==> src/rtl/contador_pkg.sv <==
// Shared defaults and sat_mode encoding for the contador_teclas key counter.
package contador_pkg;

  localparam int NUM_KEYS_DEF   = 4;
  localparam int CNT_W_DEF      = 4;
  localparam int DEB_CYCLES_DEF = 4;

  localparam logic MODE_WRAP = 1'b0;
  localparam logic MODE_SAT  = 1'b1;

endpackage

==> src/rtl/contador_teclas_antirrebote.sv <==
// antirrebote: single-bit debouncer, two-flop synchronizer followed by a
// stable-sample counter; the output follows the input only after DEB_CYCLES agreeing samples.
module antirrebote #(
  parameter int DEB_CYCLES = 4
) (
  input  logic clk,
  input  logic reset,
  input  logic key,
  output logic level
);

  localparam int RUN_W = $clog2(DEB_CYCLES);

  logic             sync1;
  logic             sync2;
  logic [RUN_W-1:0] run;

  // run counts consecutive synchronized samples that disagree with level
  always_ff @(posedge clk or negedge reset) begin
    if (!reset) begin
      sync1 <= 1'b0;
      sync2 <= 1'b0;
      run   <= '0;
      level <= 1'b0;
    end else begin
      sync1 <= key;
      sync2 <= sync1;
      if (sync2 == level) begin
        run <= '0;
      end else if (run == RUN_W'(DEB_CYCLES - 1)) begin
        level <= sync2;
        run   <= '0;
      end else begin
        run <= run + RUN_W'(1);
      end
    end
  end

endmodule

==> src/rtl/contador_teclas.sv <==
// contador_teclas: per-key press counters with edge detection, wrap/saturate and
// sticky overflow. Define CONTADOR_TECLAS_DEBOUNCE_EN to insert an antirrebote per key.
module contador_teclas
  import contador_pkg::*;
#(
  parameter int NUM_KEYS   = NUM_KEYS_DEF,
  parameter int CNT_W      = CNT_W_DEF,
  parameter int DEB_CYCLES = DEB_CYCLES_DEF
) (
  input  logic                      clk,
  input  logic                      reset,
  input  logic [NUM_KEYS-1:0]       key_state,
  input  logic                      clear,
  input  logic                      sat_mode,
  output logic [NUM_KEYS*CNT_W-1:0] counts,
  output logic [NUM_KEYS-1:0]       press_pulse,
  output logic [NUM_KEYS-1:0]       overflow
);

  localparam logic [CNT_W-1:0] CNT_MAX = '1;

  if (NUM_KEYS < 1 || NUM_KEYS > 16 || CNT_W < 2 || CNT_W > 16 ||
      DEB_CYCLES < 2 || DEB_CYCLES > 255) begin : g_param_check
    $error("contador_teclas: parameter out of range");
  end

  logic [NUM_KEYS-1:0] level;
  logic [NUM_KEYS-1:0] level_q;
  logic [NUM_KEYS-1:0] rise;

`ifdef CONTADOR_TECLAS_DEBOUNCE_EN
  for (genvar g = 0; g < NUM_KEYS; g++) begin : g_deb
    antirrebote #(.DEB_CYCLES(DEB_CYCLES)) u_antirrebote (
      .clk   (clk),
      .reset (reset),
      .key   (key_state[g]),
      .level (level[g])
    );
  end
`else
  logic [NUM_KEYS-1:0] sync1;
  logic [NUM_KEYS-1:0] sync2;

  always_ff @(posedge clk or negedge reset) begin
    if (!reset) begin
      sync1 <= '0;
      sync2 <= '0;
    end else begin
      sync1 <= key_state;
      sync2 <= sync1;
    end
  end

  assign level = sync2;
`endif

  assign rise = level & ~level_q;

  // clear wins over a coincident press, yet the press is still strobed
  always_ff @(posedge clk or negedge reset) begin
    if (!reset) begin
      level_q     <= '0;
      press_pulse <= '0;
      counts      <= '0;
      overflow    <= '0;
    end else begin
      level_q     <= level;
      press_pulse <= rise;
      if (clear) begin
        counts   <= '0;
        overflow <= '0;
      end else begin
        for (int i = 0; i < NUM_KEYS; i++) begin
          if (rise[i]) begin
            if (counts[i*CNT_W +: CNT_W] == CNT_MAX) begin
              overflow[i] <= 1'b1;
              if (sat_mode == MODE_WRAP) begin
                counts[i*CNT_W +: CNT_W] <= '0;
              end
            end else begin
              counts[i*CNT_W +: CNT_W] <= counts[i*CNT_W +: CNT_W] + CNT_W'(1);
            end
          end
        end
      end
    end
  end

endmodule

==> config.mk <==
export PLATFORM = sky130hd
export DESIGN_NAME = contador_teclas
export DESIGN_NICKNAME = d
export VERILOG_FILES = /design/src/rtl/contador_pkg.sv /design/src/rtl/contador_teclas_antirrebote.sv /design/src/rtl/contador_teclas.sv
export SDC_FILE = /design/constraint.sdc
export NUM_CORES = 1
export LEC_CHECK = 0
export CELL_PAD_IN_SITES_DETAIL_PLACEMENT = 1
export CELL_PAD_IN_SITES_GLOBAL_PLACEMENT = 1
export CORE_UTILIZATION = 42
export DETAILED_ROUTE_END_ITERATION = 8
export GPL_ROUTABILITY_DRIVEN = 1
export HOLD_SLACK_MARGIN = 0.12
export PLACE_DENSITY_LB_ADDON = 0.1
export REMOVE_ABC_BUFFERS = 1
export SLEW_MARGIN = 20
export SYNTH_ARGS = -nofsm -noshare
export SYNTH_HDL_FRONTEND = slang
export SYNTH_SLANG_ARGS = --single-unit
==> constraint.sdc <==
create_clock -name clk -period 3.5 [get_ports clk]
set_input_delay 0.525 -clock clk [delete_from_list [all_inputs] [get_ports clk]]
set_output_delay 0.525 -clock clk [all_outputs]
set_load 0.05 [all_outputs]
==> flow_metrics.env <==
export IMPL_drtIter0Drc=46
export IMPL_placed_cell_area_um2=1850
export IMPL_cp_data_arrival_time_ns=1.62
export IMPL_critPathBufInv=1
export IMPL_async_reset_ff_frac=1.00
export IMPL_status="finished clean"
export IMPL_initial_core_util=0.445
export IMPL_yosysTopAreaCellShare=0.602
export IMPL_clock_fmax_mhz=466
export IMPL_tightest_slew_ns=0.835
export IMPL_worstPathCellList="clkdlybuf4s50_1"
export IMPL_critical_path_top_delay_family="buffers and inverters"
export IMPL_synth_edf_count=0
export IMPL_synth_largest_area_cell="dfrtp_1"
export IMPL_setup_tns_ns=0
export IMPL_seq_area_frac_synth=0.602
export IMPL_ys_types=19
export IMPL_cts_made_buffers=5
export IMPL_overflow=0
export IMPL_finalHoldViolCount=0
export IMPL_cts_root_buf="clkbuf_4"
export IMPL_die_h_um=61.7
export IMPL_fin_cells=214
export IMPL_synth_area_leaders="dfrtp_1, nand2b_1, a21oi_1"
export IMPL_irDropWorstVdd_mv=0.175
export IMPL_drc=0
export IMPL_io_pins=32
export IMPL_maxSlewHeadroom=0.441
export IMPL_clock_path_buffers=2
export IMPL_period_share=0.612
export IMPL_ant_nets=0
export IMPL_cap_viol_max_count=0
export IMPL_rsz0062_at_grt="no"
export IMPL_crit_type="reg2out"
export IMPL_clk_transition_reported_paths_ns=0.11
export IMPL_diodes=0
export IMPL_io_buffers=31
export IMPL_grt_total_usage=0.197
export IMPL_synth_main_ff_cell="dfrtp_1"
export IMPL_ys_warn_count=0
export IMPL_routed_wirelength_mm=3.14
export IMPL_vias=1158
export IMPL_hp_class="reg2reg"
export IMPL_numClockSinks=36
export IMPL_htreeDepth=2
export IMPL_cp_max_fo=7
export IMPL_grt_max_degree=37
export IMPL_antenna_found_initial=0
export IMPL_die_x_um=61.7
export IMPL_startpoint_type="flop"
export IMPL_cts_tree="yes"
export IMPL_skew_ns=0.00656
export IMPL_drive_above_1_share=0.0417
export IMPL_setup_viol=0
export IMPL_drt_first_pass_iters=4
export IMPL_fillers=394
export IMPL_p_leak_nw=0.832
export IMPL_cts_resized=0
export IMPL_first_global_vias=1189
export IMPL_fin_util=0.567
export IMPL_end_kind="output pin"
export IMPL_synth_most_common_cell="dfrtp_1"
export IMPL_critPathMaxStageDelay_ns=0.84
export IMPL_postCtsSetupRepairBufs=0
export IMPL_hpwlAfterDp_mm=2.18
export IMPL_syn_area_um2=1500
export IMPL_p_per_area_nw_per_um2=398
export IMPL_power_total_w=0.000759
export IMPL_post_route_min_period_ns=2.14
export IMPL_syn_inst=132
export IMPL_rows=21
export IMPL_yosys_top_cells_count="dfrtp_1, nand2b_1, a21oi_1"
export IMPL_placed_cells=206
export IMPL_die_area_um2=3810
export IMPL_hold_buffers=0
export IMPL_grt_pass1_wl_mm=5.43
export IMPL_finalMaxSlewViolations=0
export IMPL_syn_to_final_growth_pct=27.2
export IMPL_required_ns=2.97
export IMPL_final_area_um2=1910
export IMPL_via_per_inst=5.41
export IMPL_clock_latency_ns=0.32
export IMPL_syn_avg_cell_area_um2=11.3
export IMPL_nNetsFinal=179
export IMPL_synth_seq_cells=36
export IMPL_gp_congestion=0.776
export IMPL_slowest_stage="clkdlybuf4s50_1"
export IMPL_core_area_um2=3360
export IMPL_wl_per_cell_um=14.7
## power by group
group | total (W) | switching [W] | internal (W)
clock | 0.000230 | 0.000131 | 0.0000993
combinational | 0.0000886 | 0.0000580 | 0.0000306
sequential | 0.000440 | 0.00000998 | 0.000430
## worst paths after layout
path,from,endpoint,slack [ns],depth (start not counted)
max,counts[14]$_DFFE_PN0P_,counts[14],1.36,1
min,sync1[1]$_DFF_PN0_,level[1]$_DFF_PN0_,0.36,0
max reg2reg,counts[0]$_DFFE_PN0P_,counts[0]$_DFFE_PN0P_,1.96,4
min reg2reg,sync1[1]$_DFF_PN0_,level[1]$_DFF_PN0_,0.36,0
max in group asynchronous,reset,press_pulse[2]$_DFF_PN0_,2.57,2
min in group asynchronous,reset,level_q[0]$_DFF_PN0_,0.61,2
## per-stage QoR
step / hold slack [ns] / worst slack [ns]
floorplan: 0.229 / 1.87
global placement: 0.332 / 1.32
detailed placement: 0.336 / 1.20
CTS: 0.352 / 1.34
global route: 0.372 / 1.26
finish: 0.356 / 1.36
## flip-flops by register name, summed over array words and instances (netlist names)
register,flops
level,4
overflow,4
counts,16
press_pulse,4
sync1,4
level_q,4
## kinds of logic (layout without fill, tap and decap cells)
logic type | count (synthesis) | after routing | share of synthesized area
simple gates | 48 | 48 | 0.184
buf+inv | 8 | 44 | 0.0276
compound gates | 32 | 32 | 0.127
mux | 4 | 4 | 0.0267
fa+ha+maj | 4 | 4 | 0.0334
flops | 36 | 36 | 0.602
## placed cells by master, fill, tap and decap left out, drive strengths merged
master / count
nor2: 4
inv: 4
nand2b: 16
a21oi: 12
clkbuf: 8
or4: 4
buf: 1
nand3: 8
clkdlybuf4s50: 31
nand2: 4
a21boi: 4
or3: 4
o21ai: 8
a311oi: 4
and3: 8
dfrtp: 36
ha: 4
a31oi: 4
mux2i: 4
## area by class of cell
cell class,count,area (um^2),share of cell area
Sequential cell,36,901,0.473
Multi-Input combinational cell,88,556,0.292
Tap cell,46,57.6,0.0302
Timing Repair Buffer,32,318,0.167
Clock buffer,8,58.8,0.0309
Inverter,4,15.0,0.00788
## routing by layer
metal  vias up  GRT usage  wire length [um]
met2        26      0.335              1590
li1        542          -                 -
met3         4     0.0476               113
met1       586      0.245              1400
met4         0     0.0667                38
met5         -          0                 0
No activity file was read; power rests on OpenSTA's default activity.
==> variant (same settings) <==
Put one more register stage on the output `counts`. The value now appears one clock later. The other outputs are not delayed to match.
--- a/src/rtl/contador_teclas.sv
+++ b/src/rtl/contador_teclas.sv
@@ -18,6 +18,8 @@
 );
 
   localparam logic [CNT_W-1:0] CNT_MAX = '1;
+
+  logic [NUM_KEYS*CNT_W-1:0] counts_s0;
 
   if (NUM_KEYS < 1 || NUM_KEYS > 16 || CNT_W < 2 || CNT_W > 16 ||
       DEB_CYCLES < 2 || DEB_CYCLES > 255) begin : g_param_check
@@ -61,24 +63,24 @@
     if (!reset) begin
       level_q     <= '0;
       press_pulse <= '0;
-      counts      <= '0;
+      counts_s0   <= '0;
       overflow    <= '0;
     end else begin
       level_q     <= level;
       press_pulse <= rise;
       if (clear) begin
-        counts   <= '0;
+        counts_s0 <= '0;
         overflow <= '0;
       end else begin
         for (int i = 0; i < NUM_KEYS; i++) begin
           if (rise[i]) begin
-            if (counts[i*CNT_W +: CNT_W] == CNT_MAX) begin
+            if (counts_s0[i*CNT_W +: CNT_W] == CNT_MAX) begin
               overflow[i] <= 1'b1;
               if (sat_mode == MODE_WRAP) begin
-                counts[i*CNT_W +: CNT_W] <= '0;
+                counts_s0[i*CNT_W +: CNT_W] <= '0;
               end
             end else begin
-              counts[i*CNT_W +: CNT_W] <= counts[i*CNT_W +: CNT_W] + CNT_W'(1);
+              counts_s0[i*CNT_W +: CNT_W] <= counts_s0[i*CNT_W +: CNT_W] + CNT_W'(1);
             end
           end
         end
@@ -86,5 +88,9 @@
     end
   end
 
+  always_ff @(posedge clk) begin
+    counts <= counts_s0;
+  end
+
 endmodule
 
Check against the original RTL: not equivalent (a bounded check fails within 4 cycles, from zero or initial values and one cycle with reset low).
==> variant against the original RTL <==
Cell count grew 8.9%; die area grew 25%; wire length grew 20%; design area grew 22%; total power grew 41%; setup slack gained 0.15 ns; sequential cell count grew 16; area after synthesis grew 26%; clock power grew 51%; critical path type unchanged.
==> variant: results <==
[run_status]
status = finished clean

[clock_tree]
cts_resized = 0
max-clock-path-buffers = 2
cts_root_buf = clkbuf_8
cts_buffers = 5
cts.clk_slew.worst_paths_ns = 0.09
clk_latency_ns = 0.30

[worst_setup_path]
slowest_delay_ns = 0.81
cpMaxStageDelayCell = clkdlybuf4s50_1
rr_worst_depth = 4
cp_top_family = buffers and inverters
crit_arrival_ns = 1.46
critPathMaxFanout = 2

[synthesis]
synth_common_cells = 36 x dfrtp_1, 16 x dfxtp_1, 15 x nand2b_1
async_flop_share_pct = 69.23
ys_seq_area_share_pct = 64.72
ys_warn_count = 0
synthDistinctLibCells = 26
synthMuxAreaShare_pct = 2.122
synth_compound_area_share_pct = 12.47
yosys-top-cells-area = dfrtp_1 48%, dfxtp_1 17%, nand2b_1 5.0%, a21oi_1 3.2%, nand2b_4 2.9%
synthAdderAreaFrac_pct = 2.653
yosys.area_share.xor_xnor_pct = 0
synthCells = 145

[detailed_routing]
drtIter0Drc = 58
wl_per_cell_um = 16.18
drt_first_pass_iters = 3
viasPerCell = 5.352
vias = 1247
drc = 0

[finish]
diodes = 0
top_regs = counts (16), counts_s0 (16)
drive_gt1_share_pct = 10.50
fin_nets = 192

[global_routing]
grt_antenna_before_repair = 0
grt_pass1_vias = 1345
grt_pass1_wl_um = 6699
grtUsageTotal_pct = 18.10

[pwr]
power_leakage_uw = 0.001006
vdd_drop_max_mv = 0.2423

[sta]
fmax_ghz = 0.5026
tightest_slew_ns = 0.8234
skew_ns = 0.007842

[placement]
dpl.cell_count = 225
place_congestion = 0.7595
dp_hpwl_um = 2577

[hold_path]
worstHoldPathType = input port to asynchronous set/reset pin
variant: worst paths after layout:
path                                     startpoint                       end  slack, ns
min in group clk                 sync1[1]$_DFF_PN0_        level[1]$_DFF_PN0_       0.36
min                                           reset  press_pulse[1]$_DFF_PN0_       0.30
min reg2reg                      sync1[1]$_DFF_PN0_        level[1]$_DFF_PN0_       0.36
max reg2reg                counts_s0[4]$_DFFE_PN0P_  counts_s0[4]$_DFFE_PN0P_       2.00
max                         overflow[3]$_DFFE_PN0P_               overflow[3]       1.51
max in group asynchronous                     reset  counts_s0[9]$_DFFE_PN0P_       2.67
variant: cell families (layout without fill, tap and decap cells):
kind of cell,Yosys count,after routing
AO/OA/AOI/OAI,35,35
adder cells (fa/ha/maj),4,4
buffers and inverters,8,44
flip-flops,52,52
multiplexers,4,4
AND/OR/NAND/NOR,42,42
variant: metal layers:
metal / vias to the layer above / GRT usage [%] / share of wire [%]
met2: 25 / 29.77 / 51
li1: 580 / - / -
met4: 0 / 6.122 / 1.5
met3: 6 / 4.825 / 3.8
met5: - / 0 / 0
met1: 636 / 23.17 / 43
variant: cell type report:
| class | count | area, um2 |
|---|---|---|
| clock buffers | 8 | 90.09 |
| well taps | 52 | 65.06 |
| multi-input cells | 85 | 628.1 |
| repair buffers | 31 | 305.3 |
| inverters | 5 | 18.77 |
| flip-flops and latches | 52 | 1221 |
| fillers | 455 | 1996 |
variant: stage by stage:
step	total power, uW	setup WS, ns	instance area [um2]	hold slack, ns
floorplan	692.1	2.152	1868	0.2294
global placement	733.3	1.334	2238	0.3334
detailed placement	738.6	1.268	2238	0.3364
CTS	1085	1.487	2328	0.3339
global route	1118	1.457	2328	0.3660
finish	1071	1.510	2328	0.3030
variant: power by group:
part	internal [uW]	total, uW	switching (uW)
Clock	162	347	186
Sequential	618	631	13.3
Combinational	33.5	93.3	59.8
Total	813	1070	259
